**src/rtl/fir_coef_ram_ctrl_if.sv**
```systemverilog
// Bundle between the FIR coefficient sequencer and its neighbours: the update
// handshake, the coefficient stream to the MAC, and the coefficient SRAM pins.
interface fir_coef_ram_ctrl_if #(
  parameter int DATA_WIDTH = 16,
  parameter int ADDR_WIDTH = 6
);
  logic                  iUpdValid;
  logic                  oUpdReady;
  logic [ADDR_WIDTH-1:0] iUpdAddr;
  logic [DATA_WIDTH-1:0] iUpdData;
  logic                  oUpdErr;
  logic                  iMacStart;
  logic                  oStartOvr;
  logic                  oCoefValid;
  logic [ADDR_WIDTH-1:0] oCoefIdx;
  logic [DATA_WIDTH-1:0] oCoef;
  logic                  oSweepDone;
  logic                  oBusy;
  logic                  oCsnRam;
  logic                  oWrnRam;
  logic [ADDR_WIDTH-1:0] oAddrRam;
  logic [DATA_WIDTH-1:0] oWrDtRam;
  logic [DATA_WIDTH-1:0] iRdDtRam;

  modport slave (
    input  iUpdValid, iUpdAddr, iUpdData, iMacStart, iRdDtRam,
    output oUpdReady, oUpdErr, oStartOvr, oCoefValid, oCoefIdx, oCoef,
           oSweepDone, oBusy, oCsnRam, oWrnRam, oAddrRam, oWrDtRam
  );

  modport master (
    output iUpdValid, iUpdAddr, iUpdData, iMacStart, iRdDtRam,
    input  oUpdReady, oUpdErr, oStartOvr, oCoefValid, oCoefIdx, oCoef,
           oSweepDone, oBusy, oCsnRam, oWrnRam, oAddrRam, oWrDtRam
  );
endinterface

```
**src/rtl/fir_coef_ram_ctrl.sv**
```systemverilog
// Coefficient SRAM sequencer: writes coefficient updates and sweeps taps 1..ADDR_DEPTH to the MAC.
// Optional macro COEF_SYM_EN: store only half the taps and mirror the upper half on readout.
module fir_coef_ram_ctrl #(
  parameter int DATA_WIDTH = 16,
  parameter int ADDR_DEPTH = 33,
  parameter int ADDR_WIDTH = 6
) (
  input  logic                  iClk_12M,
  input  logic                  iRst,
  fir_coef_ram_ctrl_if.slave    bus
);
  typedef enum logic [1:0] {IDLE, WR, RD, FLUSH} state_t;

  localparam logic [ADDR_WIDTH-1:0] LAST = ADDR_WIDTH'(ADDR_DEPTH);
`ifdef COEF_SYM_EN
  localparam logic [ADDR_WIDTH-1:0] LIMIT  = ADDR_WIDTH'((ADDR_DEPTH + 1) / 2);
  localparam logic [ADDR_WIDTH-1:0] MIRROR = ADDR_WIDTH'(ADDR_DEPTH + 1);
`else
  localparam logic [ADDR_WIDTH-1:0] LIMIT  = LAST;
`endif

  // Tap index to physical SRAM address.
  function automatic logic [ADDR_WIDTH-1:0] map_tap(input logic [ADDR_WIDTH-1:0] k);
`ifdef COEF_SYM_EN
    return (k <= LIMIT) ? k : MIRROR - k;
`else
    return k;
`endif
  endfunction

  state_t                state_q;
  logic                  pend_q, live_q;
  logic [ADDR_WIDTH-1:0] tap_q, tap_d;
  logic                  csn_q, wrn_q, err_q, ovr_q;
  logic [ADDR_WIDTH-1:0] addr_q, idx_q;
  logic [DATA_WIDTH-1:0] wrdt_q;
  logic                  vld_q, done_q;
  logic                  rdy, upd_acc, upd_legal;

  // live_q holds ready low until the first edge after reset release.
  assign rdy       = live_q & (state_q == IDLE) & ~pend_q;
  assign upd_acc   = bus.iUpdValid & rdy;
  assign upd_legal = (bus.iUpdAddr != '0) && (bus.iUpdAddr <= LIMIT);
  assign tap_d     = tap_q + 1'b1;

  always_ff @(posedge iClk_12M or posedge iRst) begin
    if (iRst) begin
      state_q <= IDLE;
      pend_q  <= 1'b0;
      live_q  <= 1'b0;
      tap_q   <= '0;
      csn_q   <= 1'b1;
      wrn_q   <= 1'b1;
      addr_q  <= '0;
      wrdt_q  <= '0;
      err_q   <= 1'b0;
      ovr_q   <= 1'b0;
      vld_q   <= 1'b0;
      idx_q   <= '0;
      done_q  <= 1'b0;
    end else begin
      live_q <= 1'b1;
      csn_q  <= 1'b1;
      wrn_q  <= 1'b1;
      err_q  <= 1'b0;
      ovr_q  <= 1'b0;
      // Read return lags the presented address by one cycle.
      vld_q  <= (state_q == RD);
      idx_q  <= (state_q == RD) ? tap_q : '0;
      done_q <= (state_q == RD) && (tap_q == LAST);
      case (state_q)
        IDLE: begin
          if (upd_acc) begin
            state_q <= WR;
            if (upd_legal) begin
              csn_q  <= 1'b0;
              wrn_q  <= 1'b0;
              addr_q <= bus.iUpdAddr;
              wrdt_q <= bus.iUpdData;
            end else begin
              err_q  <= 1'b1;
            end
            if (bus.iMacStart) pend_q <= 1'b1;
          end else if (bus.iMacStart || pend_q) begin
            state_q <= RD;
            pend_q  <= 1'b0;
            tap_q   <= ADDR_WIDTH'(1);
            csn_q   <= 1'b0;
            addr_q  <= map_tap(ADDR_WIDTH'(1));
            if (bus.iMacStart && pend_q) ovr_q <= 1'b1;
          end
        end
        WR: begin
          state_q <= IDLE;
          if (bus.iMacStart) begin
            if (pend_q) ovr_q  <= 1'b1;
            else        pend_q <= 1'b1;
          end
        end
        RD: begin
          if (bus.iMacStart) ovr_q <= 1'b1;
          if (tap_q == LAST) begin
            state_q <= FLUSH;
          end else begin
            tap_q  <= tap_d;
            csn_q  <= 1'b0;
            addr_q <= map_tap(tap_d);
          end
        end
        FLUSH: begin
          if (bus.iMacStart) ovr_q <= 1'b1;
          state_q <= IDLE;
        end
        default: state_q <= IDLE;
      endcase
    end
  end

  assign bus.oUpdReady  = rdy;
  assign bus.oUpdErr    = err_q;
  assign bus.oStartOvr  = ovr_q;
  assign bus.oCoefValid = vld_q;
  assign bus.oCoefIdx   = idx_q;
  assign bus.oCoef      = bus.iRdDtRam;
  assign bus.oSweepDone = done_q;
  assign bus.oBusy      = (state_q != IDLE) || pend_q;
  assign bus.oCsnRam    = csn_q;
  assign bus.oWrnRam    = wrn_q;
  assign bus.oAddrRam   = addr_q;
  assign bus.oWrDtRam   = wrdt_q;
endmodule
```
**src/flat_wrapper.sv**
```systemverilog
// flat-port wrapper written by rule: the top's interface ports become plain ports
module fir_coef_ram_ctrl_flat 
#(
  parameter int DATA_WIDTH = 16,
  parameter int ADDR_DEPTH = 33,
  parameter int ADDR_WIDTH = 6
)
  (iClk_12M, iRst, bus_iUpdValid, bus_iUpdAddr, bus_iUpdData, bus_iMacStart, bus_iRdDtRam, bus_oUpdReady, bus_oUpdErr, bus_oStartOvr, bus_oCoefValid, bus_oCoefIdx, bus_oCoef, bus_oSweepDone, bus_oBusy, bus_oCsnRam, bus_oWrnRam, bus_oAddrRam, bus_oWrDtRam);
  fir_coef_ram_ctrl_if #(.DATA_WIDTH(DATA_WIDTH), .ADDR_WIDTH(ADDR_WIDTH)) bus_i ();
  input  logic iClk_12M;
  input  logic iRst;
  input wire logic [$bits(bus_i.iUpdValid)-1:0] bus_iUpdValid;
  input wire logic [$bits(bus_i.iUpdAddr)-1:0] bus_iUpdAddr;
  input wire logic [$bits(bus_i.iUpdData)-1:0] bus_iUpdData;
  input wire logic [$bits(bus_i.iMacStart)-1:0] bus_iMacStart;
  input wire logic [$bits(bus_i.iRdDtRam)-1:0] bus_iRdDtRam;
  output wire logic [$bits(bus_i.oUpdReady)-1:0] bus_oUpdReady;
  output wire logic [$bits(bus_i.oUpdErr)-1:0] bus_oUpdErr;
  output wire logic [$bits(bus_i.oStartOvr)-1:0] bus_oStartOvr;
  output wire logic [$bits(bus_i.oCoefValid)-1:0] bus_oCoefValid;
  output wire logic [$bits(bus_i.oCoefIdx)-1:0] bus_oCoefIdx;
  output wire logic [$bits(bus_i.oCoef)-1:0] bus_oCoef;
  output wire logic [$bits(bus_i.oSweepDone)-1:0] bus_oSweepDone;
  output wire logic [$bits(bus_i.oBusy)-1:0] bus_oBusy;
  output wire logic [$bits(bus_i.oCsnRam)-1:0] bus_oCsnRam;
  output wire logic [$bits(bus_i.oWrnRam)-1:0] bus_oWrnRam;
  output wire logic [$bits(bus_i.oAddrRam)-1:0] bus_oAddrRam;
  output wire logic [$bits(bus_i.oWrDtRam)-1:0] bus_oWrDtRam;
  assign bus_i.iUpdValid = bus_iUpdValid;
  assign bus_i.iUpdAddr = bus_iUpdAddr;
  assign bus_i.iUpdData = bus_iUpdData;
  assign bus_i.iMacStart = bus_iMacStart;
  assign bus_i.iRdDtRam = bus_iRdDtRam;
  assign bus_oUpdReady = bus_i.oUpdReady;
  assign bus_oUpdErr = bus_i.oUpdErr;
  assign bus_oStartOvr = bus_i.oStartOvr;
  assign bus_oCoefValid = bus_i.oCoefValid;
  assign bus_oCoefIdx = bus_i.oCoefIdx;
  assign bus_oCoef = bus_i.oCoef;
  assign bus_oSweepDone = bus_i.oSweepDone;
  assign bus_oBusy = bus_i.oBusy;
  assign bus_oCsnRam = bus_i.oCsnRam;
  assign bus_oWrnRam = bus_i.oWrnRam;
  assign bus_oAddrRam = bus_i.oAddrRam;
  assign bus_oWrDtRam = bus_i.oWrDtRam;
  fir_coef_ram_ctrl #(.DATA_WIDTH(DATA_WIDTH), .ADDR_DEPTH(ADDR_DEPTH), .ADDR_WIDTH(ADDR_WIDTH)) u_core (.iClk_12M(iClk_12M), .iRst(iRst), .bus(bus_i));
endmodule
```
**config.mk**
```make
export PLATFORM = sky130hd
export DESIGN_NAME = fir_coef_ram_ctrl_flat
export DESIGN_NICKNAME = d
export VERILOG_FILES = /design/src/rtl/fir_coef_ram_ctrl_if.sv /design/src/rtl/fir_coef_ram_ctrl.sv /design/src/flat_wrapper.sv
export SDC_FILE = /design/constraint.sdc
export NUM_CORES = 1
export LEC_CHECK = 0
export CORE_UTILIZATION = 41
export DETAILED_ROUTE_END_ITERATION = 8
export PLACE_DENSITY = 0.8
export SYNTH_ARGS = -nofsm -noshare
export SYNTH_HDL_FRONTEND = slang
export SYNTH_SLANG_ARGS = --single-unit
```
**constraint.sdc**
```tcl
create_clock -name iClk_12M -period 2 [get_ports iClk_12M]
set_input_delay 0.2 -clock iClk_12M [delete_from_list [all_inputs] [get_ports iClk_12M]]
set_output_delay 0.2 -clock iClk_12M [all_outputs]
set_load 0.01 [all_outputs]
```
Word level (Yosys, flattened, before mapping)
Cells that the tools add are included.
{"block": "word_totals", "register_bits": 44, "inputBits": 42, "output_inout_bits": 52, "wordCells": 78}
{"block": "op_classes", "add_sub_neg": 1, "order_cmp": 1, "n_eq_ne": 10, "n_mux": 32, "bitwise": 4, "reduce_logical": 17}
{"cell": "2-to-1 mux 6 bit", "n": 6}
{"cell": "one-hot mux 6 bit (2 select lines)", "n": 2}
{"cell": "2-to-1 mux 1 bit", "n": 17}
{"cell": "inequality test 2 bit (second input constant)", "n": 4}
{"cell": "AND reduction 4 bit", "n": 2}
{"cell": "adder 6 x 1 -> 6 bit (second input constant)", "n": 1}
{"cell": "equality test 6 bit (second input constant)", "n": 1}
{"cell": "<= comparator 6 bit (second input constant)", "n": 1}
{"cell": "2-to-1 mux 2 bit", "n": 3}
{"cell": "one-hot mux 2 bit (3 select lines)", "n": 1}
{"cell": "nonzero test 2 bit", "n": 3}
{"cell": "nonzero test 6 bit", "n": 1}
{"cell": "equality test 2 bit (second input constant)", "n": 2}
{"cell": "one-hot mux 1 bit (2 select lines)", "n": 2}
{"cell": "AND reduction 2 bit", "n": 2}
{"cell": "OR reduction 2 bit", "n": 2}
{"cell": "AND 1 bit", "n": 3}
{"cell": "logical AND 1 bit", "n": 3}
{"cell": "inequality test 3 x 2 -> 1 bit (second input constant)", "n": 1}
{"cell": "inequality test 3 bit (second input constant)", "n": 1}
{"cell": "one-hot mux 1 bit (3 select lines)", "n": 1}
{"cell": "AND reduction 3 bit", "n": 1}
{"cell": "equality test 2 x 1 -> 1 bit (second input constant)", "n": 1}
{"cell": "logical NOT 2 bit", "n": 1}
{"cell": "2 further kinds", "n": 3}

Depth between registers and ports, before layout
Gate-level depths: netlist (run 1).
{"block": "depth", "word_depth": 6, "depth_mapped": 6, "mapped_depth_nobuf": 6}

Worst setup path before layout (run 1)
No wires, ideal clock.
{"block": "synth_timing", "path_kind": "register to register", "startpoint": "reg u_core.state_q[1]", "endpoint": "reg u_core.addr_q[3] (netlist: u_core.bus.oAddrRam[3])", "setup_time_ns": 0.125, "arrival_ns": 1.633, "setup_slack_ns": 0.242, "path_stages_with_launch": 5, "n_path_buf": 0, "period_less_slack_ns": 1.758, "cell_sequence": "dfrtp_1 -> nor3_1 -> nand3_1 -> o211ai_2 -> mux2_2"}
{"block": "synth_via", "elab_chain_cells": 6, "word_cells_on_any_way": 12}
{"element": "start, declared", "line": "fir_coef_ram_ctrl.sv:31", "rtl": "state_t state_q;"}
{"element": "start signal, assigned", "line": "fir_coef_ram_ctrl.sv:48", "rtl": "state_q <= IDLE;"}
{"element": "start signal, assigned", "line": "fir_coef_ram_ctrl.sv:74", "rtl": "state_q <= WR;"}
{"element": "start signal, assigned", "line": "fir_coef_ram_ctrl.sv:85", "rtl": "state_q <= RD;"}
{"element": "logical NOT 2 bit", "line": "fir_coef_ram_ctrl.sv:41, fir_coef_ram_ctrl.sv:71"}
{"element": "AND 1 bit (2 in series)", "line": "fir_coef_ram_ctrl.sv:41", "rtl": "assign rdy = live_q & (state_q == IDLE) & ~pend_q;"}
{"element": "AND 1 bit", "line": "fir_coef_ram_ctrl.sv:42", "rtl": "assign upd_acc = bus.iUpdValid & rdy;"}
{"element": "inequality test 3 bit (no line), or another cell as far along"}
{"element": "AND reduction 4 bit (no line) or one-hot mux 6 bit (2 select lines) (tied branches)"}
{"element": "end signal, assigned", "line": "fir_coef_ram_ctrl.sv:78", "rtl": "addr_q <= bus.iUpdAddr;"}
{"element": "end signal, assigned", "line": "fir_coef_ram_ctrl.sv:89", "rtl": "addr_q <= map_tap(ADDR_WIDTH'(1));"}
{"element": "end signal, assigned", "line": "fir_coef_ram_ctrl.sv:107", "rtl": "addr_q <= map_tap(tap_d);"}
{"element": "end, declared", "line": "fir_coef_ram_ctrl.sv:35", "rtl": "logic [ADDR_WIDTH-1:0] addr_q, idx_q;"}
Several ways; a longest one is shown, not always the timed one.
A chain may end at the register's enable or synchronous reset.

Final worst setup path (run 1)
{"block": "layout_timing", "startpoint": "reg u_core.tap_q[1]", "endpoint": "reg u_core.addr_q[3] (netlist: u_core.bus.oAddrRam[3])"}
{"block": "layout_via", "elab_chain_cells": 3, "word_cells_on_any_way": 6}
{"element": "start, declared", "line": "fir_coef_ram_ctrl.sv:33", "rtl": "logic [ADDR_WIDTH-1:0] tap_q, tap_d;"}
{"element": "start signal, assigned", "line": "fir_coef_ram_ctrl.sv:105", "rtl": "tap_q <= tap_d;"}
{"element": "adder 6 x 1 -> 6 bit or equality test 6 bit (tied branches)", "line": "fir_coef_ram_ctrl.sv:44, fir_coef_ram_ctrl.sv:102"}
{"element": "2-to-1 mux 6 bit or inequality test 2 bit (tied branches)"}
{"element": "one-hot mux 6 bit (2 select lines) or AND reduction 4 bit (tied branches)"}
Several ways; a longest one is shown, not always the timed one. The select of a mux whose other input is x is not followed.

==> impl_metrics.yaml, run 1 <==
outcome:
  outcome: "finished, final reports clean"
timing:
  hold_viol_final: 0
  period_needed_ns: 1.89
  period_share_pct: 94.4
  slew_violations: 0
  slew_headroom_pct: 64.3
  worstMarginPinSlew_ns: 0.535
  finalClockSkew_ns: 0.00285
  setup_viol: 0
  fmax_mhz: 530
  tns_ns: 0
grt:
  grt_max_degree: 45
  antenna_found_initial: 0
  grt_pass1_vias: 1348
  overflow: 0
  grt_usage_pct: 16.6
  grt_pass1_wl_um: 6490
power:
  pwr-share-seq_pct: 39.6
  peakVddDrop_mv: 0.519
  power_switching_mw: 1.09
  power-per-cell-area_nw_per_um2: 1260
  p_leak_nw: 1.31
  p_int_mw: 2.42
  swShare_pct: 30.9
  power_frac_comb_pct: 44.5
  power.share.clock_pct: 15.9
die:
  dieArea_um2: 5130
  coreArea_um2: 4500
  start_util_pct: 44.1
  rows: 24
  fp.dieH_um: 71.6
  io-pin-count: 94
  die_w_um: 71.6
detailed_routing:
  wl_per_cell_um: 14.2
  num_vias: 1350
  viasPerCell: 4.95
  routed_wl_um: 3890
  drc: 0
  first_iter_violations: 88
  antenna_left: 0
  drtPass1Iterations: 4
setup_path:
  setup.worst_path.start: "u_core.tap_q[1]"
  rrSetupSlack_ns: 0.11
  r2r-start: "u_core.tap_q[1]"
  ff2ff_path_depth: 7
  slowest_delay_ns: 0.43
  crit_required_ns: 2.18
  path_cells: "inv_1 > ha_1 > nor4b_2 > nand3_1 > o211ai_2 > buf_4 > mux2_2"
  worstReg2RegEnd: "u_core.bus.oAddrRam[3]"
  worstSetupEndpoint: "u_core.bus.oAddrRam[3]"
  crit_fanout: 5
  end_kind: "flip-flop"
  path_class: "flip-flop to flip-flop"
  crit_slowest_cell: "dfrtp_1"
  arrival_ns: 2.06
  start_kind: "flip-flop"
synthesis:
  synth_cell_types: 37
  postSynthCellCount: 153
  mappedNetlistNets: 197
  synth_area_leader_cell: "dfrtp_1"
  ys_top_cells_by_area: "dfrtp_1, mux2_2, mux2_4, buf_4, dfstp_2"
  yosysTopAreaCellShare_pct: 52.9
  synth.cell_area_um2: 1990
  seq_area_frac_synth_pct: 55.5
  syn_area_per_cell_um2: 13.0
  synth-seq-cells: 44
  ys_warn_count: 0
finish:
  antenna_cells: 0
  layout_commonest_cell: "clkdlybuf4s50_1"
  multi_input_area_um2: 707
  final_cell_mix: "clkdlybuf4s50_1, dfrtp_1, buf_4, mux2_2, inv_1"
  area_growth_pct: 39.8
  nets: 264
  fillers: 371
  fin_area_um2: 2780
  drive_gt1_share_pct: 27.1
  seqCellArea_um2: 1110
clock_network:
  cts.sinks: 44
  cts_made_buffers: 5
  clock_latency_ns: 0.29
  path_clk_slew_ns: 0.08
  root_buffer: "clkbuf_8"
  clk_path_buf_depth: 2
  cts_tree: "built"
  htree_levels: 2
placement:
  numPortBuffers: 61
  gp_congestion: 0.815
  place_hpwl_um: 2800
  place_area_um2: 2650
hold_path:
  hold_class: "input port to async pin"
job:
  cap_violations: 0
## area by class of cell
cell class                 count  share of cell area, %
sequential                    44                   39.8
clock buffer                   6                   2.97
inverter                      11                   1.49
timing repair buffer          80                   27.6
tap                           52                   2.34
clock inverter                 2                  0.360
multi-input combinational     78                   25.4
## layer usage
metal / track usage (%) / vias to the layer above / part of all wire, % / routed length (µm)
li1: - / 636 / - / -
met1: 22.8 / 654 / 45 / 1740
met2: 24.6 / 54 / 46 / 1800
met3: 5.06 / 6 / 7.7 / 298
met4: 6.54 / 0 / 1.3 / 50
met5: 0 / - / 0 / 0
## worst max-delay path, delay by kind of cell, from the launching register on
family | cells | cell delay (ns)
adders and majority gates | 1 | 0.16
muxes | 1 | 0.33
and+or+nand+nor | 2 | 0.45
DFF | 1 | 0.43
buffers and inverters | 2 | 0.27
AOI/OAI and AO/OA | 1 | 0.14
## kinds of logic (layout without fill, tap and decap cells)
logic type	count (synthesis)	count (layout)	synth area share [%]
simple gates	28	28	8.06
xor+xnor	3	3	1.32
other cells	1	1	0.189
mux	26	26	16.2
buf+inv	31	99	9.94
fa+ha+maj	2	2	1.26
compound gates	18	18	7.55
flops	44	44	55.5
## metrics by stage
stage	hold WS (ns)	instances	utilization (%)	total power [mW]	setup WS, ns
3_3_place_gp	0.400	263	58.8	2.90	-0.120
4_1_cts	0.358	271	60.9	3.53	-0.0130
5_1_grt	0.399	273	61.7	3.75	-0.00708
3_5_place_dp	0.400	263	58.8	2.95	-0.135
6_report	0.338	273	61.7	3.51	0.113
2_1_floorplan	0.338	153	-	2.19	0.242
## cells in the mapped netlist (all sizes together)
library cell  count
dfrtp            42
mux2             22
buf              19
inv              11
nor2              7
a21oi             5
and2              4
mux2i             4
nand2             4
nand3             4
o2bb2ai           4
and3              2
dfstp             2
ha                2
nor4              2
xnor2             2
a2111oi           1
a211o             1
a21bo             1
a21o              1
a31oi             1
clkbuf            1
conb              1
nand2b            1
nand3b            1
nor2b             1
nor3              1
nor4b             1
o211a             1
o211ai            1
o21ai             1
o31ai             1
xor2              1
## state kept, by name, indices dropped and copies added, names as in the netlist
| signal | cells |
|---|---|
| u_core.bus.oSweepDone | 1 |
| u_core.tap_q | 6 |
| u_core.bus.oAddrRam | 6 |
| u_core.bus.oUpdErr | 1 |
| u_core.bus.oCsnRam | 1 |
| u_core.bus.oCoefIdx | 6 |
| u_core.bus.oWrDtRam | 16 |
| u_core.bus.oCoefValid | 1 |
| u_core.bus.oWrnRam | 1 |
| u_core.pend_q | 1 |
| u_core.live_q | 1 |
| u_core.bus.oStartOvr | 1 |
| u_core.state_q | 2 |
## repair_timing
| action | CTS | global route |
|---|---|---|
| hold buffers | 0 | 0 |
| endpoints found under the setup margin | 4 | 8 |
| resized for setup | 1 | 6 |
| endpoints found under the hold margin | 0 | 0 |
| setup buffers | 0 | 2 |
| pin swaps | 0 | 2 |
## worst min path at each step
stage / from / endpoint / slack (ns) / cells past startpoint
6_report: iRst / u_core.bus.oWrDtRam[11] / 0.34 / 3
3_5_place_dp: bus_iRdDtRam[12] / bus_oCoef[12] / 0.40 / 0
4_1_cts: iRst / u_core.bus.oWrDtRam[1] / 0.36 / 3
2_1_floorplan: bus_iMacStart / u_core.bus.oStartOvr / 0.34 / 1
5_1_grt: iRst / u_core.bus.oWrDtRam[4] / 0.40 / 3
3_3_place_gp: bus_iRdDtRam[12] / bus_oCoef[12] / 0.40 / 0
## power groups by stage
| stage | logic (mW) | registers (mW) | clock network (mW) |
|---|---|---|---|
| after global routing | 1.71 | 1.43 | 0.616 |
| after global placement | 1.52 | 1.38 | 0 |
| after floorplan | 0.673 | 1.52 | 0 |
| after detailed placement | 1.56 | 1.39 | 0 |
| after CTS | 1.57 | 1.38 | 0.581 |
| final | 1.56 | 1.39 | 0.559 |
Power figures use the tool's default switching activity.
==> inputs of run 2 (changes only) <==
- CELL_PAD_IN_SITES_DETAIL_PLACEMENT: default -> 2
- CELL_PAD_IN_SITES_GLOBAL_PLACEMENT: default -> 2
- CORE_UTILIZATION: 41 -> 25
- PLACE_DENSITY: 0.8 -> default
- PLACE_DENSITY_LB_ADDON: default -> 0.1
==> impl_metrics.yaml, run 2 (same netlist as run 1, synthesis figures left out) <==
outcome:
  outcome: "finished, final reports clean"
timing:
  hold_viol_final: 0
  rsz0062_at_grt: "no"
  slew_violations: 0
  layout_setup_ws_ns: 0.171
  slew_headroom_pct: 62.5
  period_needed_ns: 1.83
  period_share_pct: 91.5
  finalClockSkew_ns: 0.00646
  setup_viol: 0
  fmax_mhz: 547
  worstMarginPinSlew_ns: 0.559
finish:
  largest_reg_flops: 16
  nets: 264
  layout_commonest_cell: "clkdlybuf4s50_1"
  final_cell_mix: "clkdlybuf4s50_1, dfrtp_1, buf_4, mux2_2, inv_1"
  area_growth_pct: 44.7
  antenna_cells: 0
  drive_gt1_share_pct: 26.2
  fin_cells: 323
grt:
  grt_pass1_vias: 1548
  grt_pass1_wl_um: 8340
  antenna_found_initial: 0
  grt_usage_pct: 13.1
  grt_max_degree: 20
  overflow: 0
die:
  rows: 32
  io-pin-count: 94
  start_util_pct: 25.7
  fp.dieH_um: 91.2
  coreArea_um2: 7730
  die_w_um: 91.2
  dieArea_um2: 8310
placement:
  place_hpwl_um: 3820
  numPortBuffers: 61
  dp_slack_ns: -0.163
  dp_cells: 311
  gp_congestion: 0.706
setup_path:
  end_kind: "flip-flop"
  crit_required_ns: 2.19
  start_kind: "flip-flop"
  arrival_ns: 2.02
  crit_fanout: 5
  path_class: "flip-flop to flip-flop"
power:
  power_switching_mw: 1.15
  power_frac_comb_pct: 42.0
  power.share.clock_pct: 19.7
  peakVddDrop_mv: 0.453
  pwr-share-seq_pct: 38.2
  power-per-cell-area_nw_per_um2: 1280
  p_int_mw: 2.54
  swShare_pct: 31.2
  p_leak_nw: 1.33
detailed_routing:
  drtPass1Iterations: 3
  first_iter_violations: 17
  routed_wl_um: 4990
  num_vias: 1386
  drc: 0
  wl_per_cell_um: 15.5
  viasPerCell: 4.29
  antenna_left: 0
clock_network:
  holdBufCountCts: 0
  path_clk_slew_ns: 0.09
  root_buffer: "clkbuf_8"
  cts_made_buffers: 5
  htree_levels: 2
  cts.sinks: 44
  clock_latency_ns: 0.30
  clk_path_buf_depth: 2
  cts_tree: "built"
hold_path:
  hold_class: "input port to async pin"
job:
  cap_violations: 0
run 2: cell count changes in the layout (fill, tap and decap cells not counted):
cell / change
dfrtp_1: +1
bufinv_16: +1
nor4b_2: -1
nor4b_1: +1
clkinv_4: +1
clkinv_2: -2
dfrtp_2: -1
buf_4: -1
buf_12: +1
run 2: area by class of cell:
class                   count  area, µm²
fillers                   804       4850
flip-flops and latches     44       1100
repair buffers             80        781
multi-input cells          78        701
well taps                 102        128
clock buffers               6       82.6
inverters                  11       41.3
clock inverters             2       38.8
run 2: timing repair:
| item | CTS | global route |
|---|---|---|
| resized for setup | 2 | 3 |
| pin swaps | 0 | 2 |
| setup buffers | 0 | 4 |
| setup endpoints to repair | 1 | 10 |
run 2: critical path: stages (launching register included):
cell and delay [ns]:
dfrtp_1 0.43, inv_1 0.09, ha_1 0.14, nor4b_1 0.27
nand3_1 0.11, buf_4 0.17, o211ai_2 0.13, mux2_2 0.38
run 2: power groups by stage:
stage               clock (mW)  sequential [mW]  combinational (mW)
floorplan                    0             1.52               0.673
global placement             0             1.41                1.51
detailed placement           0             1.43                1.55
CTS                      0.772             1.42                1.56
global route             0.798             1.46                1.71
finish                   0.728             1.41                1.55
run 2: per-layer routing:
layer	share of wire (%)	vias to the layer above	GRT usage [%]
li1	-	635	-
met4	2.4	0	5.69
met3	6.4	19	3.77
met2	48	55	21.5
met5	0	-	0
met1	43	677	15.8
run 2: worst paths after layout:
check	start	endpoint	slack (ns)	depth (start not counted)
hold reg to reg	u_core.bus.oWrDtRam[12]	u_core.bus.oWrDtRam[12]	0.51	1
hold / removal	iRst	u_core.bus.oWrDtRam[15]	0.18	2
setup / recovery	u_core.tap_q[1]	u_core.bus.oAddrRam[4]	0.17	7
setup reg to reg	u_core.tap_q[1]	u_core.bus.oAddrRam[4]	0.17	7
max in group asynchronous	iRst	u_core.bus.oWrDtRam[8]	1.29	3
min in group iClk_12M	bus_iRdDtRam[13]	bus_oCoef[13]	0.40	0
run 2: stage by stage:
| stage | cell area (µm²) | TNS [ns] | total power [mW] | hold WS, ns | util (%) |
|---|---|---|---|---|---|
| after floorplan | 1990 | 0 | 2.19 | 0.338 | - |
| after global placement | 2710 | -1.59 | 2.92 | 0.400 | 35.0 |
| after detailed placement | 2710 | -2.28 | 2.98 | 0.400 | 35.0 |
| after CTS | 2840 | 0 | 3.76 | 0.187 | 36.7 |
| after global routing | 2880 | 0 | 3.96 | 0.200 | 37.2 |
| final | 2880 | 0 | 3.69 | 0.179 | 37.2 |
==> inputs of run 3 (changes only) <==
- ABC_AREA: default -> 0
- SLEW_MARGIN: default -> 10
==> results of run 3 <==
Same layout as run 2: the final DEF is identical, and so are final timing and power.
